File: src/rtl/lock_input_guard.sv
// lock_input_guard: button front end for the digital lock.
// Synchronises and debounces three raw buttons, turns their presses into
// spaced single-cycle commands, and blocks all commands for a fixed time
// after too many consecutive failed password checks.
module lock_input_guard #(
    parameter int DEB_CYCLES  = 50000,
    parameter int TICK_DIV    = 50000000,
    parameter int MAX_FAILS   = 3,
    parameter int LOCKOUT_SEC = 30
) (
    input  logic       clk,
    input  logic       rst,
    input  logic       btn_ent,
    input  logic       btn_clr,
    input  logic       btn_change,
    input  logic       check_done,
    input  logic       check_pass,
    output logic       ent,
    output logic       clr,
    output logic       change,
    output logic       lockout,
    output logic [2:0] fail_cnt,
    output logic [7:0] remain_sec,
    output logic       beat
);

    // Counter widths and terminal values.
    localparam int DW = $clog2(DEB_CYCLES + 1);
    localparam int TW = (TICK_DIV > 1) ? $clog2(TICK_DIV) : 1;

    localparam logic [DW-1:0] DEB_LAST  = DW'(DEB_CYCLES - 1);
    localparam logic [TW-1:0] TICK_LAST = TW'(TICK_DIV - 1);
    localparam logic [TW-1:0] BEAT_LAST = TW'(TICK_DIV / 2 - 1);
    localparam logic [2:0]    FAIL_MAX  = 3'(MAX_FAILS);
    localparam logic [2:0]    FAIL_LAST = 3'(MAX_FAILS - 1);
    localparam logic [7:0]    LOCK_SEC  = 8'(LOCKOUT_SEC);

    // Bit positions of the three buttons inside the packed vectors below.
    localparam int B_ENT = 0;
    localparam int B_CLR = 1;
    localparam int B_CHG = 2;

    typedef enum logic {
        ARB_IDLE,
        ARB_GAP
    } arb_state_t;

    typedef enum logic {
        NORMAL,
        LOCKOUT
    } guard_state_t;

    arb_state_t   arb_state, arb_next;
    guard_state_t guard_state, guard_next;

    logic [2:0]    raw;
    logic [2:0]    sync1, sync2;
    logic [2:0]    deb, deb_d;
    logic [DW-1:0] deb_cnt [3];
    logic [2:0]    rise;
    logic [2:0]    pend, pend_next;
    logic [2:0]    grant;

    logic [TW-1:0] tick_cnt, tick_next;
    logic [TW-1:0] beat_cnt;
    logic [2:0]    fail_next;
    logic [7:0]    remain_next;
    logic          lock_enter;

    assign raw     = {btn_change, btn_clr, btn_ent};
    assign rise    = deb & ~deb_d;
    assign lockout = (guard_state == LOCKOUT);

    // Two-flop synchroniser and per-button debounce counter.
    // NOTE: every clocked block uses non-blocking assignments so that all
    // flops sample their inputs from before the edge, regardless of order.
    always_ff @(posedge clk) begin
        if (!rst) begin
            sync1 <= '0;
            sync2 <= '0;
            deb   <= '0;
            deb_d <= '0;
            // NOTE: this small counter array sits in flops, not RAM, so it
            // is cleared on reset like any other state.
            for (int i = 0; i < 3; i++) begin
                deb_cnt[i] <= '0;
            end
        end else begin
            sync1 <= raw;
            sync2 <= sync1;
            deb_d <= deb;
            for (int i = 0; i < 3; i++) begin
                if (sync2[i] == deb[i]) begin
                    deb_cnt[i] <= '0;
                end else if (deb_cnt[i] == DEB_LAST) begin
                    // This mismatching sample is the DEB_CYCLES-th in a row.
                    deb[i]     <= ~deb[i];
                    deb_cnt[i] <= '0;
                end else begin
                    deb_cnt[i] <= deb_cnt[i] + DW'(1);
                end
            end
        end
    end

    // Arbiter: grant one pending request by priority, then force one idle cycle.
    // NOTE: every signal written here gets a default first, so no path
    // through the block can leave one unassigned and infer a latch.
    always_comb begin
        arb_next = arb_state;
        grant    = '0;
        case (arb_state)
            ARB_IDLE: begin
                if (guard_state == NORMAL && |pend) begin
                    if (pend[B_CLR]) begin
                        grant[B_CLR] = 1'b1;
                    end else if (pend[B_ENT]) begin
                        grant[B_ENT] = 1'b1;
                    end else begin
                        grant[B_CHG] = 1'b1;
                    end
                    arb_next = ARB_GAP;
                end
            end
            ARB_GAP:  arb_next = ARB_IDLE;
            default:  arb_next = ARB_IDLE;
        endcase
    end

    // Guard: count failed checks, enter lockout, and time it down in seconds.
    always_comb begin
        guard_next  = guard_state;
        fail_next   = fail_cnt;
        remain_next = remain_sec;
        tick_next   = tick_cnt;
        lock_enter  = 1'b0;
        case (guard_state)
            NORMAL: begin
                if (check_done) begin
                    if (check_pass) begin
                        fail_next = '0;
                    end else if (fail_cnt >= FAIL_LAST) begin
                        fail_next   = FAIL_MAX;
                        remain_next = LOCK_SEC;
                        tick_next   = '0;
                        guard_next  = LOCKOUT;
                        lock_enter  = 1'b1;
                    end else begin
                        fail_next = fail_cnt + 3'd1;
                    end
                end
            end
            LOCKOUT: begin
                if (tick_cnt == TICK_LAST) begin
                    tick_next = '0;
                    if (remain_sec <= 8'd1) begin
                        // Last second has elapsed: release and forget the failures.
                        remain_next = '0;
                        fail_next   = '0;
                        guard_next  = NORMAL;
                    end else begin
                        remain_next = remain_sec - 8'd1;
                    end
                end else begin
                    tick_next = tick_cnt + TW'(1);
                end
            end
            default: guard_next = NORMAL;
        endcase
    end

    // Pending bits: new rises merge in, grants retire, lockout entry flushes all.
    always_comb begin
        pend_next = pend & ~grant;
        if (guard_state == NORMAL) begin
            pend_next = pend_next | rise;
        end
        if (lock_enter) begin
            pend_next = '0;
        end
    end

    // State registers, counters and registered command pulses.
    always_ff @(posedge clk) begin
        if (!rst) begin
            arb_state   <= ARB_IDLE;
            guard_state <= NORMAL;
            pend        <= '0;
            fail_cnt    <= '0;
            remain_sec  <= '0;
            tick_cnt    <= '0;
            ent         <= 1'b0;
            clr         <= 1'b0;
            change      <= 1'b0;
        end else begin
            arb_state   <= arb_next;
            guard_state <= guard_next;
            pend        <= pend_next;
            fail_cnt    <= fail_next;
            remain_sec  <= remain_next;
            tick_cnt    <= tick_next;
            ent         <= grant[B_ENT];
            clr         <= grant[B_CLR];
            change      <= grant[B_CHG];
        end
    end

    // Free-running half-period counter for the 1 Hz display beat.
    always_ff @(posedge clk) begin
        if (!rst) begin
            beat_cnt <= '0;
            beat     <= 1'b0;
        end else if (beat_cnt == BEAT_LAST) begin
            beat_cnt <= '0;
            beat     <= ~beat;
        end else begin
            beat_cnt <= beat_cnt + TW'(1);
        end
    end

endmodule

File: config.mk
export PLATFORM = sky130hd
export DESIGN_NAME = lock_input_guard
export DESIGN_NICKNAME = d
export VERILOG_FILES = /design/src/rtl/lock_input_guard.sv
export SDC_FILE = /design/constraint.sdc
export NUM_CORES = 1
export LEC_CHECK = 0
export BUFFER_PORTS_ARGS = -buffer_cell sky130_fd_sc_hd__buf_2
export CAP_MARGIN = 5
export CORE_ASPECT_RATIO = 0.8
export CORE_MARGIN = 2
export CORE_UTILIZATION = 57
export DETAILED_ROUTE_END_ITERATION = 10
export GPL_TIMING_DRIVEN = 0
export HOLD_SLACK_MARGIN = 0.08
export PLACE_DENSITY = 0.71
export SLEW_MARGIN = 15
export SYNTH_ARGS = -nofsm -noshare
export SYNTH_HDL_FRONTEND = slang
export SYNTH_SLANG_ARGS = --single-unit
File: constraint.sdc
create_clock -name clk -period 2.3 [get_ports clk]
set_input_delay 0.46 -clock clk [delete_from_list [all_inputs] [get_ports clk]]
set_output_delay 0.46 -clock clk [all_outputs]
set_load 0.03 [all_outputs]
After elaboration in Yosys (flattened, before gate mapping)
Memories as Yosys holds them, arrays and structs flattened.
Index checks and enable logic that the tools add are counted.
{ "totals": {"elab_cells": 151, "latchBits": 0, "memories": 1, "regBits": 84, "ram_bits": 48, "romBits": 0} }
{ "mem_list": {"columns": ["memory", "depth", "width", "read_ports", "rd_ports_with_merged_regs", "wr", "line", "rtl"], "rows": [
  ["deb_cnt", 3, 16, 3, 0, 3, "59", "logic [DW-1:0] deb_cnt [3];"]
]} }
{ "op_classes": {"muxes": 77, "n_mul": 0, "n_reduce_logical": 10, "order_cmp": 2, "n_addsub": 7, "div": 0, "n_eq_ne": 13, "shift": 0, "bitwise_logic": 24} }
{ "op_table": {"columns": ["cell", "count"], "rows": [
  ["two-way mux 16 bit", 9],
  ["two-way mux 26 bit", 4],
  ["adder 26 x 1 -> 26 bit, second input constant", 2],
  ["one-hot mux 26 bit (2 select lines)", 1],
  ["adder 16 x 1 -> 16 bit, second input constant", 3],
  ["equality test 16 bit, second input constant", 3],
  ["two-way mux 1 bit", 46],
  ["two-way mux 8 bit", 5],
  ["equality test 26 x 25 -> 1 bit, second input constant", 1],
  ["equality test 26 bit, second input constant", 1],
  ["two-way mux 3 bit", 8],
  ["one-hot mux 8 bit (2 select lines)", 1],
  ["inverter 1 bit", 10],
  ["OR 1 bit", 9],
  ["<= comparator 8 x 1 -> 1 bit, second input constant", 1],
  ["subtractor 8 x 1 -> 8 bit, second input constant", 1],
  ["AND 3 bit", 2],
  ["!= test 2 bit, second input constant", 3],
  ["inverter 3 bit", 2],
  ["one-hot mux 3 bit (2 select lines)", 1],
  ["AND reduction 2 bit", 3],
  ["AND reduction 3 bit", 2],
  ["!= test 2 x 1 -> 1 bit, second input constant", 2],
  ["one-hot mux 1 bit (2 select lines)", 2],
  ["other kinds (8)", 11]
]} }

Longest topological paths before layout
{ "logic_depth": {"ltp_word": 8, "mapped_depth": 9, "depth_no_buf": 7} }

Worst setup path after synthesis
OpenSTA, ideal clock, no wires.
{ "synth_path": {"path_type": "register -> register", "start": "register fail_cnt[0]", "end": "register tick_cnt[11]", "period_less_slack_ps": 2026, "slack_ps": 274, "arrival_time_ps": 1931, "stages_incl_launch_ff": 10, "setup_ps": 95, "path_cell_list": "dfxtp_1 > inv_1 > ha_1 > nor3_2 > o31a_1 > and2_1 > clkbuf_1 > buf_2 > nand2_1 > o311ai_1"} }
{ "synth_between": {"elab_chain_len": 3} }
{ "synth_rtl": {"columns": ["element", "line", "rtl"], "rows": [
  ["from (decl)", "22", "output logic [2:0] fail_cnt,"],
  ["from (signal assigned)", "199", "fail_cnt <= fail_next;"],
  ["greater-or-equal comparator 3 x 2 -> 1 bit", "142", "end else if (fail_cnt >= FAIL_LAST) begin"],
  ["!= test 2 bit (no line)", null, null],
  ["AND reduction 3 bit (no line)", null, null],
  ["to (signal assigned)", "201", "tick_cnt <= tick_next;"],
  ["to (decl)", "64", "logic [TW-1:0] tick_cnt, tick_next;"]
]} }
Every way passes these cells.
A chain may end at the register's enable or synchronous reset.

Final worst setup path
{ "layout_path": {"start": "register tick_cnt[1]", "end": "register tick_cnt[22]"} }
{ "layout_between": {"elab_chain_len": 3} }
{ "layout_rtl": {"columns": ["element", "line", "rtl"], "rows": [
  ["adder 26 x 1 -> 26 bit or equality test 26 bit (tied branches)", "165, 154", null],
  ["two-way mux 26 bit (*)", "154", "if (tick_cnt == TICK_LAST) begin"],
  ["one-hot mux 26 bit (2 select lines) (*)", "137", "case (guard_state)"]
]} }
Mark *: on every way between the ends. The rest lies on a longest branch, timed or not.

==> flow_summary.json <==
{
  "core_area_mm2": 0.0110,
  "dr.pass1.iters": 5,
  "period_needed_ns": 2.11,
  "cts_tree": "yes",
  "cp-end-kind": "flip-flop",
  "drive_gt1_share_pct": 11.9,
  "fin_nets": 796,
  "synth_edf_count": 48,
  "p_per_area_mw_per_mm2": 693,
  "hold_path_end": "sync1[2]",
  "synth_mux_area_share_pct": 1.44,
  "antenna_found_initial": 0,
  "cts_setup_buffers": 0,
  "fin_skew_ns": 0.00723,
  "vias": 5209,
  "synth_cell_type_count": 69,
  "io_buffers": 21,
  "cellInternalPower_mw": 4.11,
  "synth_top_family_by_area": "simple AND/OR/NAND/NOR gates",
  "rows": 34,
  "die_x_um": 124,
  "die_area_mm2": 0.0123,
  "rsz0062_at_grt": "false",
  "p_sw_share_pct": 21.4,
  "htreeDepth": 4,
  "worstPathRequired_ns": 2.60,
  "avgSynthCellArea_um2": 9.38,
  "syn_area_mm2": 0.00653,
  "synth_xor_area_share_pct": 9.52,
  "slew-limit-headroom_pct": 59.1,
  "max_freq_mhz": 473,
  "critPathMostFrequentCell": "buf_2",
  "wl_mm": 13.3,
  "setup_viol": 0,
  "instances_no_fill": 937,
  "maxSlewViolCount": 0,
  "slowest_stage": "dfxtp_1",
  "fin_crit_sh_pct": 91.9,
  "grt_pass1_vias": 4893,
  "yosys.area_share.adder_pct": 1.72,
  "critical_path_class": "flip-flop to flip-flop",
  "grt_overflow": 0,
  "n_antenna_cell": 0,
  "seqPwrFrac_pct": 48.2,
  "grt_max_degree": 17,
  "reg2reg_depth": 9,
  "max_stage_delay_ns": 0.44,
  "drc": 0,
  "finalHoldViolCount": 0,
  "synth_cells": 696,
  "clock_path_buffers": 2,
  "clk_transition_reported_paths_ns": 0.05,
  "worst_slack_ns": 0.186,
  "outcome": "finished, final reports clean",
  "hp-class": "primary input to flip-flop",
  "cp.arrival_ns": 2.41,
  "synth_compound_area_share_pct": 7.26,
  "place_ws_ns": -0.0824,
  "peakVddDrop_uv": 508,
  "p_sw_mw": 1.12,
  "clkPwrFrac_pct": 48.5,
  "detail-route-antenna-nets": 0,
  "via_per_inst": 5.56,
  "fin_setup_tns_ns": 0,
  "synthToLayoutAreaGrowth_pct": 15.7,
  "cts-root-buf": "clkbuf_16",
  "crit_fanout": 10,
  "grt_pass1_wl_mm": 22.6,
  "avgRoutedWirePerCell_um": 14.2,
  "die_y_um": 99.7,
  "r2r-start": "tick_cnt[1]",
  "grt_usage_pct": 23.3,
  "synth_top_cell_by_area": "dfxtp_1",
  "crit_chain": "ha_1 > buf_2 > inv_1 > nor3_4 > a211oi_2 > buf_2 > buf_4 > a32oi_1 > nand2_1",
  "yosysSeqAreaShare_pct": 47.8,
  "cts-buffers-inserted": 17,
  "synth_commonest_cells": "nor2_1 (108), dfxtp_1 (84), nand2_1 (54)",
  "pwr-share-comb_pct": 3.4,
  "holdCritStartpoint": "btn_change",
  "holdPathStages": 2,
  "worstMarginPinSlew_ns": 0.610,
  "place_inst": 908,
  "synthFlopType": "dfxtp_1",
  "yosys.area_share.simple_pct": 28.5,
  "synth.area.top_cells": "dfxtp_1 (26%), edfxtp_1 (22%), nor2_1 (6.2%)",
  "pin_count": 23,
  "ys_ff_latch": 132,
  "worst_setup_path_start_kind": "flip-flop",
  "async_reset_ff_share_pct": 0,
  "routabilityCongestion": 0.841,
  "yosysTopAreaCellShare_pct": 25.8,
  "synth_warnings": 0,
  "cts.sinks": 132,
  "fill_cells": 873,
  "start_util_pct": 59.3,
  "clock_latency_ns": 0.41,
  "drt_iter0_drc": 463,
  "synth_most_common_cell": "nor2_1",
  "drv_cap": 0,
  "dp.final_hpwl_mm": 9.45,
  "reg2reg_slack_ns": 0.19,
  "p_leak_nw": 2.87,
  "r2r-end": "tick_cnt[22]"
}
## power by group through the flow
stage	registers (mW)	clock network (mW)	logic (mW)
6_report	2.52	2.54	0.175
5_1_grt	2.53	2.70	0.199
4_1_cts	2.52	2.58	0.171
3_5_place_dp	2.57	0	0.170
3_3_place_gp	2.56	0	0.166
2_1_floorplan	2.56	0	0.125
## cell families (layout without fill, tap and decap cells)
| family | count (synthesis) | after routing |
|---|---|---|
| mux | 9 | 9 |
| other cells | 1 | 48 |
| buf+inv | 51 | 101 |
| xor+xnor | 71 | 71 |
| flops | 132 | 132 |
| fa+ha+maj | 9 | 9 |
| compound gates | 75 | 75 |
| simple gates | 348 | 348 |
## area by class of cell
cell class              instances  area [µm²]  share of cell area, %
plain buffers                  29         158                   2.09
clock buffers                  22         479                   6.34
clock inverters                10        81.3                   1.08
inverters                      19        71.3                  0.944
multi-input cells             560        3360                   44.4
flip-flops and latches        132        3120                   41.3
well taps                     144         180                   2.39
repair buffers                 21         105                   1.39
## metal layers
metal,up-vias,track usage [%],share of wire (%)
li1,2615,-,-
met4,0,8.04,1.5
met1,2449,31.4,47
met3,23,5.91,4.3
met2,122,36.3,47
met5,-,0,0
## worst max-delay path: cells and delay by family (launching register included)
kind,cells,cell delay (ns)
AND/OR/NAND/NOR,2,0.33
adder cells (fa/ha/maj),1,0.18
buffers and inverters,4,0.71
flip-flops,1,0.44
AO/OA/AOI/OAI,2,0.33
## registers in the layout (all words and copies together), names as in the netlist, 8 cells and up
| signal | count |
|---|---|
| tick_cnt | 26 |
| beat_cnt | 26 |
| remain_sec | 8 |
| deb_cnt | 48 |
## cells in the final DEF, fill, tap and decap left out, types with 6 or more instances in the layout
cell,count
a21oi_1,24
nor2_1,108
clkbuf_16,18
clkinv_2,6
edfxtp_1,48
nand3_1,50
o211ai_1,6
o21ai_0,14
conb_1,48
xor2_1,45
dfxtp_1,84
mux2i_1,6
clkbuf_1,12
buf_2,32
xnor2_1,26
nor4_1,9
or3_1,8
ha_1,9
and3_1,21
a31oi_1,9
and2_1,10
nand2_1,54
nor3_1,16
inv_1,18
and4_1,8
nand4_1,29
## worst max path at each step
stage,startpoint,endpoint,slack (ns),depth (start not counted)
global route,fail_cnt[0],tick_cnt[11],0.04,8
floorplan,fail_cnt[0],tick_cnt[11],0.27,9
detailed placement,deb_cnt[1][0],deb_cnt[1][8],-0.08,9
global placement,deb_cnt[1][0],deb_cnt[1][13],-0.004,9
CTS,deb_cnt[1][0],deb_cnt[1][10],0.03,8
finish,tick_cnt[1],tick_cnt[22],0.19,9
## metrics by stage
| stage | power [mW] | instance area (µm²) | hold WS, ns | util (%) |
|---|---|---|---|---|
| 4_1_cts | 5.27 | 7550 | 0.264 | 68.5 |
| 3_3_place_gp | 2.73 | 6990 | 0.416 | 63.4 |
| 2_1_floorplan | 2.69 | 6710 | 0.412 | - |
| 6_report | 5.23 | 7550 | 0.269 | 68.6 |
| 3_5_place_dp | 2.74 | 6990 | 0.422 | 63.4 |
| 5_1_grt | 5.42 | 7550 | 0.275 | 68.6 |
## timing repair
item                                    CTS  global route
pin swaps                                 0             2
hold endpoints to repair                  0             0
hold buffers                              0             0
resized for setup                         0             3
endpoints found under the setup margin   10            22
(Power assumes the default switching activity.)
